==> src/rtl/mem_access_ctrl_if.sv <==
// Request/response and memory-strobe bundle for mem_access_ctrl.
// slave = the controller; master = control unit plus memory array.
interface mem_access_ctrl_if #(
  parameter int DATA_W = 32,
  parameter int ADDR_W = 32
);
  logic              req_valid;
  logic              req_we;
  logic [ADDR_W-1:0] req_addr;
  logic [DATA_W-1:0] req_wdata;
  logic              req_ready;
  logic              rsp_valid;
  logic [DATA_W-1:0] rsp_rdata;
  logic              rsp_err;
  logic [ADDR_W-1:0] mem_address;
  logic [DATA_W-1:0] mem_data_in;
  logic              mem_read;
  logic              mem_write;
  logic [DATA_W-1:0] mem_data_out;

  modport slave (
    input  req_valid, req_we, req_addr, req_wdata, mem_data_out,
    output req_ready, rsp_valid, rsp_rdata, rsp_err,
           mem_address, mem_data_in, mem_read, mem_write
  );

  modport master (
    output req_valid, req_we, req_addr, req_wdata, mem_data_out,
    input  req_ready, rsp_valid, rsp_rdata, rsp_err,
           mem_address, mem_data_in, mem_read, mem_write
  );
endinterface

==> src/rtl/mem_access_ctrl.sv <==
// Single-outstanding load/store sequencer for a combinational memory array:
// setup cycle, ACCESS_CYCLES strobe cycles, hold cycle. MEM_ADDR_CHECK_EN adds range rejection.
module mem_access_ctrl #(
  parameter int DATA_W        = 32,
  parameter int ADDR_W        = 32,
  parameter int MEM_DEPTH     = 512,
  parameter int ACCESS_CYCLES = 1
) (
  input logic              clk,
  input logic              clr,
  mem_access_ctrl_if.slave bus
);
  localparam int CNT_W = 4;

  typedef enum logic [1:0] {IDLE, SETUP, ACCESS, HOLD} state_t;

  state_t           state, state_nxt;
  logic [CNT_W-1:0] cnt;
  logic             we_q;
  logic             accept;
  logic             addr_oor;

  if (ACCESS_CYCLES < 1 || ACCESS_CYCLES > 15 || MEM_DEPTH < 1 || DATA_W < 1)
  begin : g_bad_param
    $error("mem_access_ctrl: parameter out of range");
  end

  assign bus.req_ready = (state == IDLE);
  assign accept        = bus.req_valid && (state == IDLE);

`ifdef MEM_ADDR_CHECK_EN
  assign addr_oor = {1'b0, bus.req_addr} >= (ADDR_W+1)'(MEM_DEPTH);
`else
  assign addr_oor    = 1'b0;
  assign bus.rsp_err = 1'b0;
`endif

  always_ff @(posedge clk) begin
    if (clr) state <= IDLE;
    else     state <= state_nxt;
  end

  always_comb begin
    state_nxt = state;
    case (state)
      IDLE:    if (accept) state_nxt = addr_oor ? HOLD : SETUP;
      SETUP:   state_nxt = ACCESS;
      ACCESS:  if (cnt == '0) state_nxt = HOLD;
      HOLD:    state_nxt = IDLE;
      default: state_nxt = IDLE;
    endcase
  end

  // Address/data only move on accept, so they are stable around every strobe.
  always_ff @(posedge clk) begin
    if (clr) begin
      bus.mem_address <= '0;
      bus.mem_data_in <= '0;
      bus.mem_read    <= 1'b0;
      bus.mem_write   <= 1'b0;
      bus.rsp_valid   <= 1'b0;
      bus.rsp_rdata   <= '0;
      cnt             <= '0;
      we_q            <= 1'b0;
`ifdef MEM_ADDR_CHECK_EN
      bus.rsp_err     <= 1'b0;
`endif
    end else begin
      bus.rsp_valid <= 1'b0;
`ifdef MEM_ADDR_CHECK_EN
      bus.rsp_err   <= 1'b0;
`endif
      case (state)
        IDLE: begin
          if (accept) begin
            bus.mem_address <= bus.req_addr;
            if (bus.req_we) bus.mem_data_in <= bus.req_wdata;
            we_q <= bus.req_we;
            if (addr_oor) begin
              bus.rsp_valid <= 1'b1;
`ifdef MEM_ADDR_CHECK_EN
              bus.rsp_err   <= 1'b1;
`endif
            end
          end
        end
        SETUP: begin
          cnt           <= CNT_W'(ACCESS_CYCLES - 1);
          bus.mem_read  <= !we_q;
          bus.mem_write <= we_q;
        end
        ACCESS: begin
          if (cnt == '0) begin
            bus.mem_read  <= 1'b0;
            bus.mem_write <= 1'b0;
            bus.rsp_valid <= 1'b1;
            if (!we_q) bus.rsp_rdata <= bus.mem_data_out;
          end else begin
            cnt <= cnt - CNT_W'(1);
          end
        end
        default: ;
      endcase
    end
  end
endmodule

==> src/flat_wrapper.sv <==
// flat-port wrapper written by rule: the top's interface ports become plain ports
module mem_access_ctrl_flat 
#(
  parameter int DATA_W        = 32,
  parameter int ADDR_W        = 32,
  parameter int MEM_DEPTH     = 512,
  parameter int ACCESS_CYCLES = 1
)
  (clk, clr, bus_req_valid, bus_req_we, bus_req_addr, bus_req_wdata, bus_mem_data_out, bus_req_ready, bus_rsp_valid, bus_rsp_rdata, bus_rsp_err, bus_mem_address, bus_mem_data_in, bus_mem_read, bus_mem_write);
  mem_access_ctrl_if #(.DATA_W(DATA_W), .ADDR_W(ADDR_W)) bus_i ();
  input logic clk;
  input logic clr;
  input wire logic [$bits(bus_i.req_valid)-1:0] bus_req_valid;
  input wire logic [$bits(bus_i.req_we)-1:0] bus_req_we;
  input wire logic [$bits(bus_i.req_addr)-1:0] bus_req_addr;
  input wire logic [$bits(bus_i.req_wdata)-1:0] bus_req_wdata;
  input wire logic [$bits(bus_i.mem_data_out)-1:0] bus_mem_data_out;
  output wire logic [$bits(bus_i.req_ready)-1:0] bus_req_ready;
  output wire logic [$bits(bus_i.rsp_valid)-1:0] bus_rsp_valid;
  output wire logic [$bits(bus_i.rsp_rdata)-1:0] bus_rsp_rdata;
  output wire logic [$bits(bus_i.rsp_err)-1:0] bus_rsp_err;
  output wire logic [$bits(bus_i.mem_address)-1:0] bus_mem_address;
  output wire logic [$bits(bus_i.mem_data_in)-1:0] bus_mem_data_in;
  output wire logic [$bits(bus_i.mem_read)-1:0] bus_mem_read;
  output wire logic [$bits(bus_i.mem_write)-1:0] bus_mem_write;
  assign bus_i.req_valid = bus_req_valid;
  assign bus_i.req_we = bus_req_we;
  assign bus_i.req_addr = bus_req_addr;
  assign bus_i.req_wdata = bus_req_wdata;
  assign bus_i.mem_data_out = bus_mem_data_out;
  assign bus_req_ready = bus_i.req_ready;
  assign bus_rsp_valid = bus_i.rsp_valid;
  assign bus_rsp_rdata = bus_i.rsp_rdata;
  assign bus_rsp_err = bus_i.rsp_err;
  assign bus_mem_address = bus_i.mem_address;
  assign bus_mem_data_in = bus_i.mem_data_in;
  assign bus_mem_read = bus_i.mem_read;
  assign bus_mem_write = bus_i.mem_write;
  mem_access_ctrl #(.DATA_W(DATA_W), .ADDR_W(ADDR_W), .MEM_DEPTH(MEM_DEPTH), .ACCESS_CYCLES(ACCESS_CYCLES)) u_core (.clk(clk), .clr(clr), .bus(bus_i));
endmodule
==> config.mk <==
export PLATFORM = sky130hd
export DESIGN_NAME = mem_access_ctrl_flat
export DESIGN_NICKNAME = d
export VERILOG_FILES = /design/src/rtl/mem_access_ctrl_if.sv /design/src/rtl/mem_access_ctrl.sv /design/src/flat_wrapper.sv
export SDC_FILE = /design/constraint.sdc
export NUM_CORES = 1
export LEC_CHECK = 0
export CELL_PAD_IN_SITES_DETAIL_PLACEMENT = 0
export CELL_PAD_IN_SITES_GLOBAL_PLACEMENT = 1
export CORE_ASPECT_RATIO = 1.25
export CORE_MARGIN = 1
export CORE_UTILIZATION = 26
export DETAILED_ROUTE_END_ITERATION = 6
export PLACE_DENSITY_LB_ADDON = 0.2
export SYNTH_ARGS = -nofsm -noshare
export SYNTH_HDL_FRONTEND = slang
export SYNTH_SLANG_ARGS = --single-unit
export TNS_END_PERCENT = 1
==> constraint.sdc <==
create_clock -name clk -period 1.65 [get_ports clk]
set_input_delay 0.33 -clock clk [delete_from_list [all_inputs] [get_ports clk]]
set_output_delay 0.33 -clock clk [all_outputs]
set_load 0.1 [all_outputs]
## Word level (Yosys, flattened, before mapping)

Cells that the tools add are included.

- Add/sub/neg operators: 1
- Equality and inequality tests: 6
- Muxes and demuxes: 9
- Bitwise gates (word level): 2
- Reductions and logical operators: 12

Operator list:

| operator | count |
|---|---|
| 2-bit case mux with 4 select lines | 1 |
| 4-bit case mux with 2 select lines | 1 |
| 2-bit AND reduction | 4 |
| 3-bit AND reduction | 2 |
| 2-bit equality test, second input constant | 2 |
| 4-bit zero test | 1 |
| 2-bit two-way mux | 2 |
| 4-bit two-way mux | 1 |
| 2-bit by 1-bit inequality test with 1-bit output, second input constant | 2 |
| 1-bit case mux with 2 select lines | 2 |
| 4-bit by 1-bit subtractor with 4-bit output, second input constant | 1 |
| 2-bit by 1-bit equality test with 1-bit output, second input constant | 1 |
| 2-bit zero test | 1 |
| 1-bit two-way mux | 2 |
| 2-bit inequality test, second input constant | 1 |
| 1-bit inverter | 2 |
| 2-bit nonzero test | 1 |
| 2-bit OR reduction | 1 |
| 1-bit logical AND | 1 |
| 1-bit zero test | 1 |

- Bits in registers: 106
- Input bits: 100
- Logic and storage cells: 39

## Logic depth before layout (Yosys ltp)

Gate-level depths: netlist of the first run.

- Word-level depth: 4
- Mapped depth: 8

## Least setup slack after synthesis of the first run

No wires, ideal clock.

- Path type: reg-to-reg
- Start: register u_core.state[0]
- End: register u_core.bus.mem_data_in[27] in the netlist's numbering
- Arrival time: 2.162 ns
- Slack: -0.583 ns
- Cell stages (with the launch flop): 8
- Path buffers: 2
- Clock period less this slack: 2.233 ns
- Cell sequence: dfxtp_1 -> inv_1 -> ha_1 -> and3_1 -> clkbuf_1 -> clkbuf_1 -> nand2_1 -> a21oi_1

- Word-level cells in the longest chain between the ends: 3

RTL lines:

| element | RTL line | source |
|---|---|---|
| from (decl) | mem_access_ctrl.sv:17 | `state_t state, state_nxt;` |
| from (signal assigned) | mem_access_ctrl.sv:40 | `else state <= state_nxt;` |
| 2-bit zero test * | n/a |  |
| named net bus_req_ready | flat_wrapper.sv:18 | `output wire logic [$bits(bus_i.req_ready)-1:0] bus_req_ready;` |
| 1-bit logical AND | mem_access_ctrl.sv:29 | `assign accept = bus.req_valid && (state == IDLE);` |
| 3-bit AND reduction (no source line) * | n/a |  |
| to (signal assigned) | mem_access_ctrl.sv:77 | `if (bus.req_we) bus.mem_data_in <= bus.req_wdata;` |
| to (decl) | mem_access_ctrl_if.sv:24 | `mem_address, mem_data_in, mem_read, mem_write` |

Mark *: on every way through the listed nets, which the timed path passes. The rest lies on a longest branch.
A chain may end at the register's enable or synchronous reset.

## Final worst setup path of the first run

- Start: register u_core.cnt[0]
- End: register u_core.bus.rsp_rdata[20]

- Word-level cells in the longest chain between the ends: 2

RTL lines:

| element | RTL line | source |
|---|---|---|
| from (decl) | mem_access_ctrl.sv:18 | `logic [CNT_W-1:0] cnt;` |
| from (signal assigned) | mem_access_ctrl.sv:88 | `cnt <= CNT_W'(ACCESS_CYCLES - 1);` |
| from (signal assigned) | mem_access_ctrl.sv:99 | `cnt <= cnt - CNT_W'(1);` |
| 4-bit zero test | mem_access_ctrl.sv:93 | `if (cnt == '0) begin` |
| 3-bit AND reduction (no source line) | n/a |  |
| to (signal assigned) | mem_access_ctrl.sv:97 | `if (!we_q) bus.rsp_rdata <= bus.mem_data_out;` |
| to (decl) | mem_access_ctrl_if.sv:23 | `output req_ready, rsp_valid, rsp_rdata, rsp_err,` |

No other way between the ends.

==> impl_metrics.py, run 1 <==
metrics = {
    "run_status": {
        "status": "finished, violations left",
        "violations": "setup timing",
    },
    "clocking": {
        "ctsHoldBuffers": 0,
        "root_buffer": "clkbuf_16",
        "cts.sinks": 106,
        "path_clk_slew_ns": 0.07,
        "cts_buffers": 9,
        "clockBufferDepth": 2,
        "clock_latency_ns": 0.35,
        "cts_max_level": 3,
        "cts_tree": "done",
    },
    "logic_synthesis": {
        "synth_top_area_frac": 0.5054,
        "synthArstFlopShare": 0,
        "synth_common_cells": "130 x nand2_1, 106 x dfxtp_1, 70 x a21oi_1",
        "synth-seq-area-share": 0.5054,
        "synth_area_leaders": "dfxtp_1 51%, nand2_1 12%, nand2b_1 10%",
        "synth_top_area_cell": "dfxtp_1",
        "synth-edff-count": 0,
        "syn_nets": 586,
        "syn_area_um2": 4199,
        "ys.flop_type": "dfxtp_1",
        "syn_inst": 481,
        "synth_cell_types": 32,
        "yosys_warnings": 0,
        "synth-seq-cells": 106,
        "syn_area_per_cell_um2": 8.730,
        "synth.most_common_cell": "nand2_1",
    },
    "final_layout": {
        "fin_nets": 779,
        "area_delta_synth_final_pct": 89.09,
        "final_area_um2": 7940,
        "antenna_cells": 0,
        "layout-drive-gt1-share": 0.2253,
        "fin_util": 0.5058,
    },
    "floorplan": {
        "die_x_um": 115.7,
        "start_util": 0.2675,
        "core_area_um2": 15700,
        "num_rows": 51,
        "die_h_um": 144.1,
        "dieArea_um2": 16670,
        "ios": 201,
    },
    "timing": {
        "setup_ws_ns": -0.07763,
        "setup_viol": 33,
        "skew_ns": 0.008095,
        "fmax_mhz": 578.8,
        "hold_slack_ns": 0.3456,
        "final.period_utilization": 1.047,
        "finalHoldViolations": 0,
        "finalMaxSlewViolations": 0,
        "rsz0062_at_grt": "true",
        "fin_crit_ns": 1.728,
    },
    "global_route": {
        "grt_pass1_wl_um": 18690,
        "grt_overflow": 0,
        "track_usage": 0.1455,
        "grt_start_max_net_pins": 58,
        "antenna_found_initial": 0,
        "grt_pass1_vias": 3735,
    },
    "worst_setup_path": {
        "r2r_cells": 7,
        "critPathKind": "reg2reg",
        "worstSetupStartpointType": "flop",
        "reg2reg_slack_ns": -0.08,
        "critPathMaxFanout": 8,
        "worst_r2r_endpoint": "u_core.bus.rsp_rdata[20]",
        "setup.worst_path.end_class": "flop",
        "r2r_start": "u_core.cnt[0]",
        "cp.required_ns": 1.93,
        "arrival_ns": 2.01,
    },
    "detailed_routing": {
        "routed_wl_um": 12300,
        "route.met3.wl_um": 1006,
        "via_per_inst": 4.315,
        "final_antenna_net_count": 0,
        "wl_met1_um": 4931,
        "drt_iter0_markers": 127,
        "avgRoutedWirePerCell_um": 13.81,
        "dr.pass1.iters": 5,
        "vias": 3845,
        "wl_met2_um": 6101,
        "route.detailed.drc": 0,
        "maxUsedRoutingLayer": "met4",
    },
    "hold_path": {
        "holdPathEnd": "u_core.cnt[0]",
        "holdPathStages": 2,
        "worstHoldStart": "clr",
        "min_path_type": "in2reg",
    },
    "power_and_ir_drop": {
        "ir_drop_uv": 546.0,
        "total_power_uw": 11560,
        "p_leak_uw": 0.002940,
        "cellPowerDensity_nw_per_um2": 1456,
    },
    "place": {
        "preCtsSetupSlack_ns": -0.1177,
        "io_buffers": 199,
        "placed_area_um2": 7456,
        "place_congestion": 0.6915,
        "dp_hpwl_um": 8594,
    },
    "job": {
        "cap_violations": 0,
    },
}
flip-flops by register name, indices dropped and copies added (netlist names):
name,cells
u_core.bus.mem_address,32
u_core.we_q,1
u_core.bus.mem_read,1
u_core.bus.rsp_valid,1
u_core.bus.mem_data_in,32
u_core.state,2
u_core.bus.mem_write,1
u_core.bus.rsp_rdata,32
u_core.cnt,4
worst max-delay path by stage:
| stage | startpoint | cells past startpoint | slack, ns | endpoint |
|---|---|---|---|---|
| detailed placement | u_core.cnt[1] | 6 | -0.12 | u_core.bus.rsp_rdata[3] |
| finish | u_core.cnt[0] | 7 | -0.08 | u_core.bus.rsp_rdata[20] |
| global route | u_core.cnt[1] | 7 | -0.16 | u_core.bus.rsp_rdata[28] |
| global placement | u_core.cnt[1] | 6 | -0.04 | u_core.bus.rsp_rdata[2] |
| CTS | u_core.cnt[1] | 7 | -0.12 | u_core.bus.rsp_rdata[3] |
| floorplan | u_core.state[1] | 7 | -0.03 | u_core.bus.mem_data_in[27] |
final cells by class:
| type | instances | area [um^2] |
|---|---|---|
| timing repair buffer | 218 | 3283 |
| clock inverter | 6 | 88.84 |
| tap | 212 | 265.3 |
| clock buffer | 10 | 239.0 |
| fill | 1477 | 7757 |
| inverter | 6 | 22.52 |
| multi-input combinational | 333 | 1917 |
| sequential | 106 | 2125 |
metrics by stage:
stage | setup TNS (ns) | instances
after floorplan | -1.306 | 481
after global placement | -1.077 | 868
after detailed placement | -2.796 | 868
after CTS | -2.897 | 887
after global routing | -4.344 | 891
final | -1.854 | 891
report_power, final:
group / switching [uW] / total [uW] / internal [uW]
Sequential: 384 / 3320 / 2930
Clock: 985 / 2360 / 1380
Combinational: 3640 / 5880 / 2250
kinds of logic after synthesis:
logic type	after synthesis	share of synthesized area
other	1	0.0008931
buffers and inverters	42	0.05542
adder cells (fa/ha/maj)	5	0.01490
flip-flops	106	0.5054
AND/OR/NAND/NOR	215	0.2429
AO/OA/AOI/OAI	78	0.09923
multiplexers	34	0.08135
layout by cell type (no fill, tap or decap), types with 2 or more instances in the layout:
cell             instances
a211oi_2                 2
a21oi_1                 70
buf_12                 107
buf_4                    8
buf_6                    2
bufinv_16                2
clkbuf_16               11
clkdlybuf4s50_1         98
clkinvlp_4               2
dfxtp_1                104
dfxtp_2                  2
ha_1                     2
ha_4                     2
inv_1                    4
inv_2                    2
mux2i_1                 33
nand2_1                130
nand2b_1                68
nand3_1                  2
nor2_1                   5
critical path, cell delays in order (launching register included):
cell and delay (ns):
dfxtp_2 0.33, inv_2 0.08, ha_4 0.13, or3b_4 0.39
nor3b_4 0.23, buf_6 0.15, clkbuf_16 0.16, mux2i_1 0.18
routing by layer:
metal  vias up  global-route usage
li1       1937                   -
met5         -                   0
met3        14             0.05071
met2       140              0.2446
met1      1754              0.1624
met4         0             0.07287
repair_timing:
| item | 4_1_cts | 5_1_grt |
|---|---|---|
| setup endpoints to repair | 35 | 36 |
| cloned | 1 | 2 |
| pin swaps | 1 | 1 |
| resized for setup | 6 | 5 |
| setup buffers | 2 | 2 |
Note: power is estimated with default switching activity, not from simulation.
==> run 2: changes to the inputs <==
ABC_AREA = 1   (was unset)
CORE_UTILIZATION = 25   (was 26)
clock period = 1.4 ns   (was 1.65 ns; I/O delays follow)
==> impl_metrics.py, run 2 <==
metrics = {
    "run_status": {
        "status": "finished, violations left",
        "violations": "setup timing",
    },
    "final_layout": {
        "num-fill-cells": 1422,
        "multi_input_area_um2": 1623,
        "layout-drive-gt1-share": 0.2453,
        "area_delta_synth_final_pct": 96.99,
        "reg.largest.list": "u_core.bus.mem_address (32), u_core.bus.mem_data_in (32), u_core.bus.rsp_rdata (32)",
        "antenna_cells": 0,
        "final_common_cell": "buf_12",
        "fin_nets": 797,
        "final_area_um2": 7705,
        "fin_util": 0.5089,
        "regArea_um2": 2126,
        "layout_common_cells": "107 x buf_12, 103 x dfxtp_1, 99 x nor2_1, 99 x clkdlybuf4s50_1, 51 x o21ai_0",
    },
    "logic_synthesis": {
        "synth.most_common_cell": "dfxtp_1",
        "syn_inst": 490,
        "synth_cell_types": 20,
        "synth_top_area_cell": "dfxtp_1",
        "yosys_warnings": 0,
        "synthAdderAreaFrac": 0.01599,
        "synth_xor_area_frac": 0,
        "synth_area_leaders": "dfxtp_1 54%, nor2_1 9.5%, o21ai_0 6.5%",
        "synth-seq-area-share": 0.5425,
        "synth_top_family_by_area": "simple AND/OR/NAND/NOR gates",
        "synthArstFlopShare": 0,
        "synth_common_cells": "106 x dfxtp_1, 99 x nor2_1, 51 x o21ai_0",
        "synth_top_area_frac": 0.5425,
        "synth-seq-cells": 106,
        "syn_area_um2": 3911,
        "synth_compound_area_frac": 0.1369,
        "syn_area_per_cell_um2": 7.982,
        "synthMuxAreaShare": 0,
        "yosys.area_share.simple": 0.2428,
        "ys.flop_type": "dfxtp_1",
        "syn_nets": 595,
        "synth-edff-count": 0,
    },
    "worst_setup_path": {
        "setup.worst_path.end_class": "output pin",
        "critPathKind": "reg2out",
        "critPathMaxFanout": 3,
        "arrival_ns": 1.19,
        "worstSetupStartpointType": "flop",
        "cp.required_ns": 1.12,
    },
    "detailed_routing": {
        "routed_wl_um": 13110,
        "vias": 3994,
        "via_per_inst": 4.413,
        "drt_iter0_markers": 207,
        "dr.pass1.iters": 4,
        "final_antenna_net_count": 0,
        "avgRoutedWirePerCell_um": 14.49,
        "route.detailed.drc": 0,
    },
    "timing": {
        "setup_ws_ns": -0.07321,
        "fin_crit_ns": 1.473,
        "fmax_mhz": 678.8,
        "final.period_utilization": 1.052,
        "setup_viol": 1,
        "skew_ns": 0.009008,
        "rsz0062_at_grt": "true",
        "finalMaxSlewViolations": 0,
        "finalHoldViolations": 0,
    },
    "floorplan": {
        "ios": 201,
        "num_rows": 50,
        "start_util": 0.2583,
        "dieArea_um2": 16150,
        "die_x_um": 113.9,
        "core_area_um2": 15140,
        "die_h_um": 141.8,
    },
    "clocking": {
        "clockBufferDepth": 2,
        "path_clk_slew_ns": 0.07,
        "cts_buffers": 9,
        "clock_latency_ns": 0.35,
        "root_buffer": "clkbuf_16",
        "cts_tree": "done",
        "cts.sinks": 106,
        "cts_max_level": 3,
    },
    "place": {
        "io_buffers": 199,
        "dp_hpwl_um": 9242,
        "place_congestion": 0.6906,
        "placed_area_um2": 7264,
    },
    "global_route": {
        "track_usage": 0.1645,
        "grt_pass1_wl_um": 20510,
        "antenna_found_initial": 0,
        "grt_overflow": 0,
        "grt_pass1_vias": 3904,
        "grt_start_max_net_pins": 48,
    },
    "job": {
        "cap_violations": 0,
    },
    "power_and_ir_drop": {
        "ir_drop_uv": 1445,
        "cellPowerDensity_nw_per_um2": 2512,
        "p_leak_uw": 0.003045,
    },
    "hold_path": {
        "min_path_type": "reg2reg",
    },
}
==> run 2: cell types whose count changed in the layout (fill, tap and decap cells not counted), sizes merged, moves of 35 or more <==
cell	change
nor2	+97
o21ai	+65
nand2b	-68
nand3	+35
nand2	-82
==> run 2: final timing paths <==
| path | depth (start not counted) | to | startpoint | slack (ns) |
|---|---|---|---|---|
| hold / removal | 2 | u_core.bus.mem_data_in[23] | u_core.bus.mem_data_in[23] | 0.50 |
| setup / recovery | 4 | bus_req_ready | u_core.state[0] | -0.07 |
| hold reg to reg | 2 | u_core.bus.mem_data_in[23] | u_core.bus.mem_data_in[23] | 0.50 |
| setup reg to reg | 6 | u_core.bus.rsp_rdata[17] | u_core.state[0] | 0.04 |
==> run 2: logic make-up (layout without fill, tap and decap cells) <==
group           count (synthesis)  in the layout
buf+inv                        49            255
other cells                     1              1
compound gates                107            107
fa+ha+maj                       5              5
flops                         106            106
simple gates                  222            223
==> run 2: critical path: stages, from the launching register on <==
cell	delay [ns]
dfxtp_2	0.35
inv_2	0.05
buf_6	0.11
ha_4	0.17
buf_12	0.16
==> run 2: area by class of cell <==
class                   count  area share
repair buffers            229      0.4305
flip-flops and latches    106      0.2759
multi-input cells         336      0.2106
clock buffers              12     0.03459
well taps                 208     0.03378
clock inverters             4    0.009419
inverters                  10    0.005196
==> run 2: what timing repair did <==
item                       4_1_cts  5_1_grt
hold buffers                     0        0
setup endpoints to repair       46       74
pin swaps                        3        2
gates cloned                     1        0
setup buffers                    2        1
gates resized for setup          6       13
==> run 2: where the power goes <==
part	internal [uW]	switching, uW
combinational	4190	7650
sequential	3840	822
clock	1710	1150
total	9740	9610
==> run 2: metal layers <==
layer / GRT usage / wire length [um]
met4: 0.05537 / 170
met1: 0.1820 / 5316
met5: 0 / 0
met2: 0.2895 / 6695
met3: 0.06023 / 930
==> run 2: stage by stage <==
step | power [uW] | TNS, ns | setup slack (ns) | hold WS (ns) | std cells
after CTS | 19440 | -0.5559 | -0.08015 | 0.4857 | 904
after global placement | 16240 | -7.716 | -0.1584 | 0.4774 | 885
after global routing | 20140 | -0.7599 | -0.1054 | 0.4981 | 905
after floorplan | 11850 | -0.1316 | -0.004164 | 0.4192 | 490
after detailed placement | 16390 | -11.25 | -0.2366 | 0.4918 | 885
final | 19360 | -0.07321 | -0.07321 | 0.4999 | 905
==> run 3: changes to the inputs <==
CORE_UTILIZATION = 27   (was 25)
clock period = 1.6 ns   (was 1.4 ns; I/O delays follow)
==> impl_metrics.py, run 3 (same netlist as run 2, synthesis figures left out) <==
metrics = {
    "detailed_routing": {
        "drt_iter0_markers": 203,
        "dr.pass1.iters": 4,
        "routed_wl_um": 12760,
        "final_antenna_net_count": 0,
        "avgRoutedWirePerCell_um": 14.91,
        "route.detailed.drc": 0,
        "vias": 3964,
        "via_per_inst": 4.631,
    },
    "final_layout": {
        "fin_util": 0.5321,
        "area_delta_synth_final_pct": 90.37,
        "antenna_cells": 0,
        "fin_nets": 783,
        "layout_common_cells": "104 x buf_12, 102 x dfxtp_1, 99 x nor2_1, 99 x clkdlybuf4s50_1, 49 x o21ai_0",
        "num-fill-cells": 1270,
        "layout-drive-gt1-share": 0.2188,
        "reg.largest.list": "u_core.bus.mem_address (32), u_core.bus.mem_data_in (32), u_core.bus.rsp_rdata (32)",
        "final_common_cell": "buf_12",
    },
    "floorplan": {
        "die_x_um": 109.7,
        "start_util": 0.2795,
        "ios": 201,
        "dieArea_um2": 14970,
        "die_h_um": 136.6,
        "core_area_um2": 13990,
        "num_rows": 48,
    },
    "timing": {
        "finalHoldViolations": 0,
        "fmax_mhz": 628.3,
        "rsz0062_at_grt": "true",
        "relSlewSlack": 0.5218,
        "setup_viol": 0,
        "fin_tns_setup_ns": 0,
        "final.period_utilization": 0.9947,
        "tightest_slew_ns": 0.7156,
        "finalMaxSlewViolations": 0,
        "skew_ns": 0.005297,
        "fin_crit_ns": 1.592,
    },
    "global_route": {
        "grt_start_max_net_pins": 40,
        "grt_pass1_vias": 3843,
        "track_usage": 0.1705,
        "grt_overflow": 0,
        "antenna_found_initial": 0,
        "grt_most_used_layer": "met2",
        "grt_pass1_wl_um": 19500,
        "use_met1": 0.2008,
        "grtUsageMet3": 0.04952,
        "use_met2": 0.2865,
    },
    "worst_setup_path": {
        "r2r_start": "u_core.cnt[0]",
        "cp.required_ns": 1.88,
        "worst_r2r_endpoint": "u_core.bus.rsp_rdata[15]",
        "crit_buf_inv": 1,
        "critPathKind": "reg2reg",
        "critPathMaxFanout": 32,
        "setup.worst_path.end_class": "flop",
        "r2r_cells": 6,
        "slowest_delay_ns": 0.56,
        "reg2reg_slack_ns": 0.008,
        "crit_family": "simple AND/OR/NAND/NOR gates",
        "crit_slowest_cell": "nor2_4",
        "worstSetupStartpointType": "flop",
        "cp_cell_sequence": "inv_2 -> ha_4 -> nand3_4 -> nor2_4 -> o21ai_0 -> nor2_1",
        "arrival_ns": 1.87,
    },
    "run_status": {
        "status": "complete, no violations",
    },
    "hold_path": {
        "worstHoldStart": "u_core.cnt[0]",
        "holdPathStages": 1,
        "min_path_type": "reg2reg",
        "holdPathEnd": "u_core.cnt[0]",
    },
    "power_and_ir_drop": {
        "cellPowerDensity_nw_per_um2": 2192,
        "total_power_uw": 16320,
        "p_leak_uw": 0.002936,
        "ir_drop_uv": 1297,
    },
    "clocking": {
        "path_clk_slew_ns": 0.07,
        "clockBufferDepth": 2,
        "post_cts_buffers": 0,
        "root_buffer": "clkbuf_16",
        "cts_max_level": 3,
        "cts_tree": "done",
        "cts.sinks": 106,
        "cts_buffers": 9,
        "clock_latency_ns": 0.34,
        "ctsHoldBuffers": 0,
    },
    "place": {
        "place_congestion": 0.7826,
        "io_buffers": 199,
        "dp_hpwl_um": 9030,
    },
    "job": {
        "cap_violations": 0,
    },
}
==> run 3: cell count changes in the layout (fill, tap and decap cells not counted), moves of 2 or more <==
cell / change
nor3_1: +2
buf_4: -9
o21ai_0: -2
nand2_2: -2
nand2_1: +3
nor3_2: -2
o21ai_1: +2
buf_12: -3
==> run 3: worst max-delay path by stage <==
| stage | from | endpoint | slack, ns | depth (start not counted) |
|---|---|---|---|---|
| finish | u_core.cnt[0] | u_core.bus.rsp_rdata[15] | 0.008 | 6 |
| global route | u_core.cnt[0] | u_core.bus.rsp_rdata[23] | -0.12 | 6 |
| CTS | u_core.cnt[0] | u_core.bus.rsp_rdata[15] | -0.09 | 6 |
| detailed placement | u_core.state[0] | u_core.bus.rsp_rdata[15] | -0.12 | 6 |
| global placement | bus_req_valid | u_core.bus.mem_address[12] | -0.07 | 5 |
| floorplan | u_core.state[0] | u_core.bus.mem_data_in[23] | 0.01 | 8 |
==> run 3: final cells by class <==
| class | count | area [um^2] | area share |
|---|---|---|---|
| Multi-Input combinational cell | 335 | 1592 | 0.2137 |
| Clock buffer | 11 | 252.7 | 0.03394 |
| Inverter | 10 | 37.54 | 0.005041 |
| Timing Repair Buffer | 216 | 3178 | 0.4268 |
| Clock inverter | 3 | 40.04 | 0.005377 |
| Sequential cell | 106 | 2127 | 0.2857 |
| Tap cell | 175 | 219.0 | 0.02941 |
==> run 3: metrics by stage <==
stage | instance area, um^2 | setup slack [ns] | instances | hold slack [ns]
global route | 7446 | -0.1214 | 856 | 0.4597
detailed placement | 7113 | -0.1233 | 842 | 0.4618
finish | 7446 | 0.008468 | 856 | 0.4432
CTS | 7431 | -0.09237 | 856 | 0.4681
global placement | 7113 | -0.06624 | 842 | 0.4349
floorplan | 3924 | 0.01012 | 490 | 0.4261
==> run 3: per-layer routing <==
layer  vias to the layer above  part of all wire
li1                       1984                 -
met2                       142              0.48
met5                         -                 0
met4                         0             0.020
met3                        16             0.081
met1                      1822              0.41
==> run 3: repair_timing <==
| action | CTS | global route |
|---|---|---|
| gates resized for setup | 4 | 12 |
| setup endpoints to repair | 32 | 74 |
| pin swaps | 1 | 2 |
==> run 3: power breakdown <==
part	internal (uW)	leakage, uW	total [uW]	switching [uW]
Clock	1280	0.000147	2230	954
Combinational	3450	0.00192	10000	6560
Sequential	3360	0.000869	4080	718
